--- src/rtl/branch_resolve_unit.sv ---
// branch_resolve_unit: holds the {N,Z,C} flag register and resolves KGP-RISC
// branches against it, one request at a time.
// Ports:
//   clk, rst_n                       clock, async active-low reset
//   flag_we, neg_in/zero_in/carry_in ALU flag commit
//   br_valid/br_ready                request handshake
//   cond, pc_in, offset, reg_target  branch request payload
//   flags_q                          architectural {N,Z,C}
//   resolve_valid, taken             resolution pulse
//   redirect_valid, redirect_pc      fetch redirect pulse and address
//   link_we, link_addr               link register write (bl only)
//   flush                            kill window after a taken branch
module branch_resolve_unit #(
  parameter int unsigned PC_W         = 32,
  parameter int unsigned FLUSH_CYCLES = 2
) (
  input  logic            clk,
  input  logic            rst_n,
  input  logic            flag_we,
  input  logic            neg_in,
  input  logic            zero_in,
  input  logic            carry_in,
  input  logic            br_valid,
  output logic            br_ready,
  input  logic [2:0]      cond,
  input  logic [PC_W-1:0] pc_in,
  input  logic [PC_W-1:0] offset,
  input  logic [PC_W-1:0] reg_target,
  output logic [2:0]      flags_q,
  output logic            resolve_valid,
  output logic            taken,
  output logic            redirect_valid,
  output logic [PC_W-1:0] redirect_pc,
  output logic            link_we,
  output logic [PC_W-1:0] link_addr,
  output logic            flush
);

  localparam int unsigned CNT_W = 4;
  localparam logic [2:0]  COND_B    = 3'd0;
  localparam logic [2:0]  COND_BR   = 3'd1;
  localparam logic [2:0]  COND_BLTZ = 3'd2;
  localparam logic [2:0]  COND_BZ   = 3'd3;
  localparam logic [2:0]  COND_BNZ  = 3'd4;
  localparam logic [2:0]  COND_BL   = 3'd5;
  localparam logic [2:0]  COND_BCY  = 3'd6;
  localparam logic [2:0]  COND_BNCY = 3'd7;

  typedef enum logic [1:0] {IDLE, EVAL, REDIRECT} state_t;

  state_t          state;
  logic [2:0]      cond_q;
  logic [PC_W-1:0] pc_q;
  logic [PC_W-1:0] off_q;
  logic [PC_W-1:0] tgt_q;
  logic [CNT_W-1:0] cnt;

  logic            take_c;
  logic [PC_W-1:0] target_c;

  assign br_ready = (state == IDLE);

  // Flag register, independent of branch activity.
  always_ff @(posedge clk or negedge rst_n) begin
    if (!rst_n) begin
      flags_q <= 3'b000;
    end else if (flag_we) begin
      flags_q <= {neg_in, zero_in, carry_in};
    end
  end

  // Condition decode against the flags as seen during EVAL.
  always_comb begin
    take_c = 1'b0;
    case (cond_q)
      COND_B, COND_BR, COND_BL: take_c = 1'b1;
      COND_BLTZ:                take_c = flags_q[2];
      COND_BZ:                  take_c = flags_q[1];
      COND_BNZ:                 take_c = ~flags_q[1];
      COND_BCY:                 take_c = flags_q[0];
      COND_BNCY:                take_c = ~flags_q[0];
      default:                  take_c = 1'b0;
    endcase
  end

  // Word offset scaled to bytes; wrap-around is intentionally silent.
  always_comb begin
    target_c = pc_q + (off_q << 2);
    if (cond_q == COND_BR) target_c = tgt_q;
  end

  // Request capture, resolution and flush window.
  always_ff @(posedge clk or negedge rst_n) begin
    if (!rst_n) begin
      state          <= IDLE;
      cond_q         <= 3'd0;
      pc_q           <= '0;
      off_q          <= '0;
      tgt_q          <= '0;
      cnt            <= '0;
      resolve_valid  <= 1'b0;
      taken          <= 1'b0;
      redirect_valid <= 1'b0;
      redirect_pc    <= '0;
      link_we        <= 1'b0;
      link_addr      <= '0;
      flush          <= 1'b0;
    end else begin
      resolve_valid  <= 1'b0;
      taken          <= 1'b0;
      redirect_valid <= 1'b0;
      link_we        <= 1'b0;
      case (state)
        IDLE: begin
          if (br_valid) begin
            cond_q <= cond;
            pc_q   <= pc_in;
            off_q  <= offset;
            tgt_q  <= reg_target;
            state  <= EVAL;
          end
        end
        EVAL: begin
          resolve_valid <= 1'b1;
          taken         <= take_c;
          if (take_c) begin
            redirect_valid <= 1'b1;
            redirect_pc    <= target_c;
            flush          <= 1'b1;
            cnt            <= CNT_W'(FLUSH_CYCLES - 1);
            state          <= REDIRECT;
            if (cond_q == COND_BL) begin
              link_we   <= 1'b1;
              link_addr <= pc_q + PC_W'(4);
            end
          end else begin
            state <= IDLE;
          end
        end
        REDIRECT: begin
          if (cnt == '0) begin
            flush <= 1'b0;
            state <= IDLE;
          end else begin
            cnt <= cnt - CNT_W'(1);
          end
        end
        default: state <= IDLE;
      endcase
    end
  end

endmodule

--- config.mk ---
export PLATFORM = sky130hd
export DESIGN_NAME = branch_resolve_unit
export DESIGN_NICKNAME = d
export VERILOG_FILES = /design/src/rtl/branch_resolve_unit.sv
export SDC_FILE = /design/constraint.sdc
export NUM_CORES = 1
export LEC_CHECK = 0
export ABC_AREA = 1
export CAP_MARGIN = 20
export CORE_UTILIZATION = 55
export CTS_BUF_LIST = sky130_fd_sc_hd__clkbuf_4
export CTS_CLUSTER_SIZE = 24
export DETAILED_ROUTE_END_ITERATION = 16
export HOLD_SLACK_MARGIN = 0.05
export PLACE_DENSITY = 0.91
export SYNTH_ARGS = -nofsm -noshare
export SYNTH_HDL_FRONTEND = slang
export SYNTH_SLANG_ARGS = --single-unit
--- constraint.sdc ---
create_clock -name clk -period 2.1 [get_ports clk]
set_input_delay 0.21 -clock clk [delete_from_list [all_inputs] [get_ports clk]]
set_output_delay 0.21 -clock clk [all_outputs]
set_load 0.02 [all_outputs]
Word level (Yosys, flattened, before mapping)
Cells that the tools add are included.
Storage, ports and cells
  register bits after elaboration: 175
  latch bits: 0
  RAM bits: 0
  bits in read-only memories: 0
  input port bits: 106
  output and inout port bits: 73
  word-level logic and storage cells: 62
  memories: 0
Operators by class
  $add $sub $neg: 3
  $mul: 0
  div/mod/pow operators: 0
  magnitude comparators: 0
  eq/ne operators: 13
  shift-type cells: 0
  multiplexer cells: 19
  bitwise operators: 2
  reduce and logical (&&, ||, !) cells: 11
Operator list (count)
  32-bit by 3-bit adder with 32-bit output (second input constant): 1
  32-bit adder: 1
  32-bit 2-to-1 mux: 1
  3-bit == test (second input constant): 4
  1-bit 2-to-1 mux: 9
  3-bit AND reduction: 3
  4-bit 2-to-1 mux: 2
  2-bit inequality test (second input constant): 4
  4-bit one-hot mux with 2 select lines: 1
  3-bit by 2-bit == test with 1-bit output (second input constant): 2
  2-bit 2-to-1 mux: 3
  1-bit one-hot mux with 6 select lines: 1
  2-bit one-hot mux with 3 select lines: 1
  2-bit AND reduction: 3
  4-bit logical NOT: 1
  4-bit by 1-bit subtractor with 4-bit output (second input constant): 1
  3-bit by 1-bit == test with 1-bit output (second input constant): 1
  3-bit logical NOT: 1
  3-bit OR reduction: 1
  2-bit by 1-bit == test with 1-bit output (second input constant): 1
  2-bit == test (second input constant): 1
  2-bit logical NOT: 1
  1-bit inverter: 2
  1-bit one-hot mux with 2 select lines: 1
  2-bit nonzero test: 1

Depth between registers and ports, before layout
  word-level depth: 5
  gate-level depth with buffers: 13
  mapped depth without buffers: 13

Least setup slack after synthesis
Ideal clock, no wire load.
  path kind: reg-to-reg
  start: register pc_q[2]
  end: register redirect_pc[22]
  setup time: 0.117 ns
  data arrival time: 1.803 ns
  required time: 1.983 ns
  setup slack: 0.180 ns
  stages on the path, launching flop included: 13
  path buffers: 0
  clock period less this slack: 1.920 ns
  path through: dfrtp_1 ha_1 fa_1 nand3_1 nand3_1 nand3_1 nand3_1 nand3_1 nand2_1 nand2_1 nand3_1 nand2_1 nand2_1
On the way
  cells in the longest elaborated chain, start to end: 2
Ends and longest elaborated chain
  start: declaration: RTL line 53  | logic [PC_W-1:0] pc_q;
  start signal: assignment: RTL line 117  | pc_q <= pc_in;
  32-bit adder: RTL line 88  | target_c = pc_q + (off_q << 2);
  32-bit 2-to-1 mux: RTL line 89  | if (cond_q == COND_BR) target_c = tgt_q;
  end signal: assignment: RTL line 128  | redirect_pc <= target_c;
  end: declaration: RTL line 33  | output logic [PC_W-1:0] redirect_pc,
No other way between the ends.
A chain may end at the register's enable or synchronous reset.

Worst setup path in the final report
  start: register pc_q[2]
  end: register redirect_pc[17]
The elaborated chain is that of the path after synthesis.

==> impl_metrics.yaml <==
cells_and_area:
  syn2layout_area_growth_pct: 28.1
  drive_gt1_frac: 0.0880
  fillerInstances: 1392
  multi_input_area_sq_um: 4810
  num-nets-final: 1694
  seqCellArea_sq_um: 4360
  finalInstanceArea_sq_um: 12400
setup_path:
  rrSetupSlack_ns: 0.08
  reg2reg_depth: 11
  path_class: "register to register"
  cp-endpoint: "redirect_pc[17]$_DFFE_PN0N_"
  cp-end-kind: "register"
  critPathRequiredTime_ns: 2.58
  r2r_start: "pc_q[2]$_DFFE_PN0P_"
  startpoint_type: "register"
  reg2reg_to: "redirect_pc[17]$_DFFE_PN0N_"
  arrival_ns: 2.50
  crit_fanout: 3
  cp-startpoint: "pc_q[2]$_DFFE_PN0P_"
synth:
  syn_area_sq_um: 9700
  synth_seq_cells: 174
  synth_async_sr_flop_share: 1.00
  synth_edf_count: 0
  seq_area_frac_synth: 0.449
  synth_flop_cell: "dfrtp_1"
  syn_area_per_cell_sq_um: 7.15
  synth_cell_types: 34
  ys_top_cells_by_count: "574 x nand2_1, 174 x dfrtp_1, 149 x inv_1"
  yosys.area.top_type_share: 0.449
  yosysWarningCount: 0
  synthCells: 1358
  synth_top_cells_by_area: "dfrtp_1 45%, nand2_1 22%, inv_1 5.8%"
  syn-num-nets: 1497
  synth.largest_area_cell: "dfrtp_1"
  synth_most_common_cell: "nand2_1"
detailed_routing:
  viasPerCell: 5.39
  wl_um: 28600
  first_pass_iters: 6
  num_vias: 9670
  route.detailed.drc: 0
  antenna_left: 0
  drt-wirelength-per-cell_um: 15.9
  drtIter0Drc: 852
power_and_ir_drop:
  pwr-share-clk: 0.086
  power_density_nw_per_um2: 1600
  power.total_mw: 19.9
  power.internal_mw: 10.1
  ir_drop_mv: 0.710
  p_leak_nw: 6.34
  seq_power_share: 0.307
  comb_power_share: 0.607
  p_sw_frac: 0.493
  p_switching_mw: 9.80
clocking:
  clk_path_buf_depth: 2
  clkTransAtPathRegs_ns: 0.15
  clock_sinks: 174
  h-tree-depth: 4
  clk_latency_ns: 0.58
  root_buffer: "clkbuf_4"
  cts_buffers: 17
  cts_tree: "yes"
sta:
  min_period_over_period: 0.961
  fmax_mhz: 496
  rsz0062_at_grt: "true"
  hold_viol: 0
  hold_slack_ns: 0.141
  finalMaxSlewViolations: 0
  finClkSkew_ns: 0.0199
  fin_crit_ns: 2.02
  setup_violations: 0
  tns_ns: 0
  slew_headroom: 0.613
  tightest_slew_ns: 0.581
global_routing:
  antenna_found_initial: 1
  gr-total-overflow: 0
  grt_pass1_wl_um: 45600
  grt_usage: 0.326
  grt_start_max_net_pins: 76
  grt_pass1_vias: 9303
place:
  place_area_sq_um: 11900
  portBuffers: 176
  gp_congestion: 0.951
  dpl.hpwl_um: 21900
worst_hold_path:
  hold_class: "input port to register"
floorplan:
  die_y_um: 135
  core_sq_um: 17200
  initial_core_util: 0.563
  pin_count: 179
  die_area_sq_um: 18200
  fp-row-count: 48
  die_width_um: 135
outcome:
  outcome: "finished clean"
run:
  maxCapViolCount: 0
==> cell usage in the layout, fill, tap and decap left out, types with 15 or more instances in the layout <==
cell type	instances
nand2_1	564
clkdlybuf4s50_1	175
dfrtp_1	170
inv_1	149
nor2_1	92
o21ai_0	71
nand3_1	55
a21oi_1	52
buf_4	34
ha_1	22
clkbuf_4	20
xor2_1	19
a31oi_1	15
==> critical path, stage by stage (launching register included) <==
cell	delay, ns
dfrtp_1	0.43
ha_1	0.25
buf_4	0.15
nand3_1	0.10
nand3_1	0.16
nand2_1	0.10
nand2_1	0.12
nand2_1	0.08
nand2_1	0.06
xor2_1	0.18
o21ai_0	0.21
nand2_1	0.07
==> cell type report <==
class	count	share of cell area
clock inverter	12	0.00715
sequential	174	0.351
tap	225	0.0227
inverter	155	0.0469
antenna	1	0.000201
clock buffer	20	0.0121
timing repair buffer	217	0.173
multi-input combinational	990	0.387
==> per-layer routing <==
| layer | track usage | wire, um | vias up | part of all wire |
|---|---|---|---|---|
| met1 | 0.437 | 12100 | 4565 | 0.42 |
| li1 | - | - | 4644 | - |
| met3 | 0.0627 | 1960 | 62 | 0.069 |
| met4 | 0.121 | 796 | 0 | 0.028 |
| met5 | 0 | 0 | - | 0 |
| met2 | 0.526 | 13700 | 399 | 0.48 |
==> how the worst min path moves through the flow <==
stage                             start                         end  slack, ns  depth (start not counted)
after detailed placement          rst_n  redirect_pc[0]$_DFFE_PN0N_       0.23                          1
after CTS                    offset[12]       off_q[12]$_DFFE_PN0P_       0.12                          3
after global routing      reg_target[2]        tgt_q[2]$_DFFE_PN0P_       0.11                          3
after floorplan                   rst_n          cnt[0]$_DFFE_PN0P_      -0.09                          0
final                        offset[12]       off_q[12]$_DFFE_PN0P_       0.14                          3
after global placement            rst_n  redirect_pc[0]$_DFFE_PN0N_       0.23                          1
==> repair_timing <==
action	CTS	global route
setup buffers	0	5
setup endpoints to repair	2	25
endpoints found under the hold margin	98	0
hold buffers	1	0
resized for setup	1	51
pin swaps	0	2
==> sequential cells by signal (all words and copies together) (netlist names), 2 cells and up <==
signal and cells:
flags_q 3, state 2, redirect_pc 32, link_addr 32
tgt_q 32, off_q 30, cnt 4, pc_q 32
cond_q 3
==> stage by stage <==
stage / utilization / setup WS [ns] / std cells
floorplan: - / 0.180 / 1358
global placement: 0.691 / 0.0711 / 1755
detailed placement: 0.691 / 0.0172 / 1755
CTS: 0.706 / 0.0108 / 1788
global route: 0.721 / -0.0742 / 1794
finish: 0.721 / 0.0820 / 1794
==> logic make-up after synthesis <==
logic type,count (synthesis),synth area share
AOI/OAI and AO/OA,152,0.0823
buffers and inverters,194,0.0785
DFF,174,0.449
adders and majority gates,33,0.0433
xor gates and xnor gates,24,0.0217
and+or+nand+nor,780,0.324
muxes,1,0.00116
==> power by group through the flow <==
stage                     Combinational [mW]  Sequential (mW)  Clock [mW]
after floorplan                         6.48             6.57           0
after global routing                    13.4             6.24        1.89
after detailed placement                11.4             6.09           0
after CTS                               11.4             6.02        1.73
after global placement                  11.1             6.04           0
final                                   12.1             6.11        1.71
Note: power is estimated with default switching activity, not from simulation.
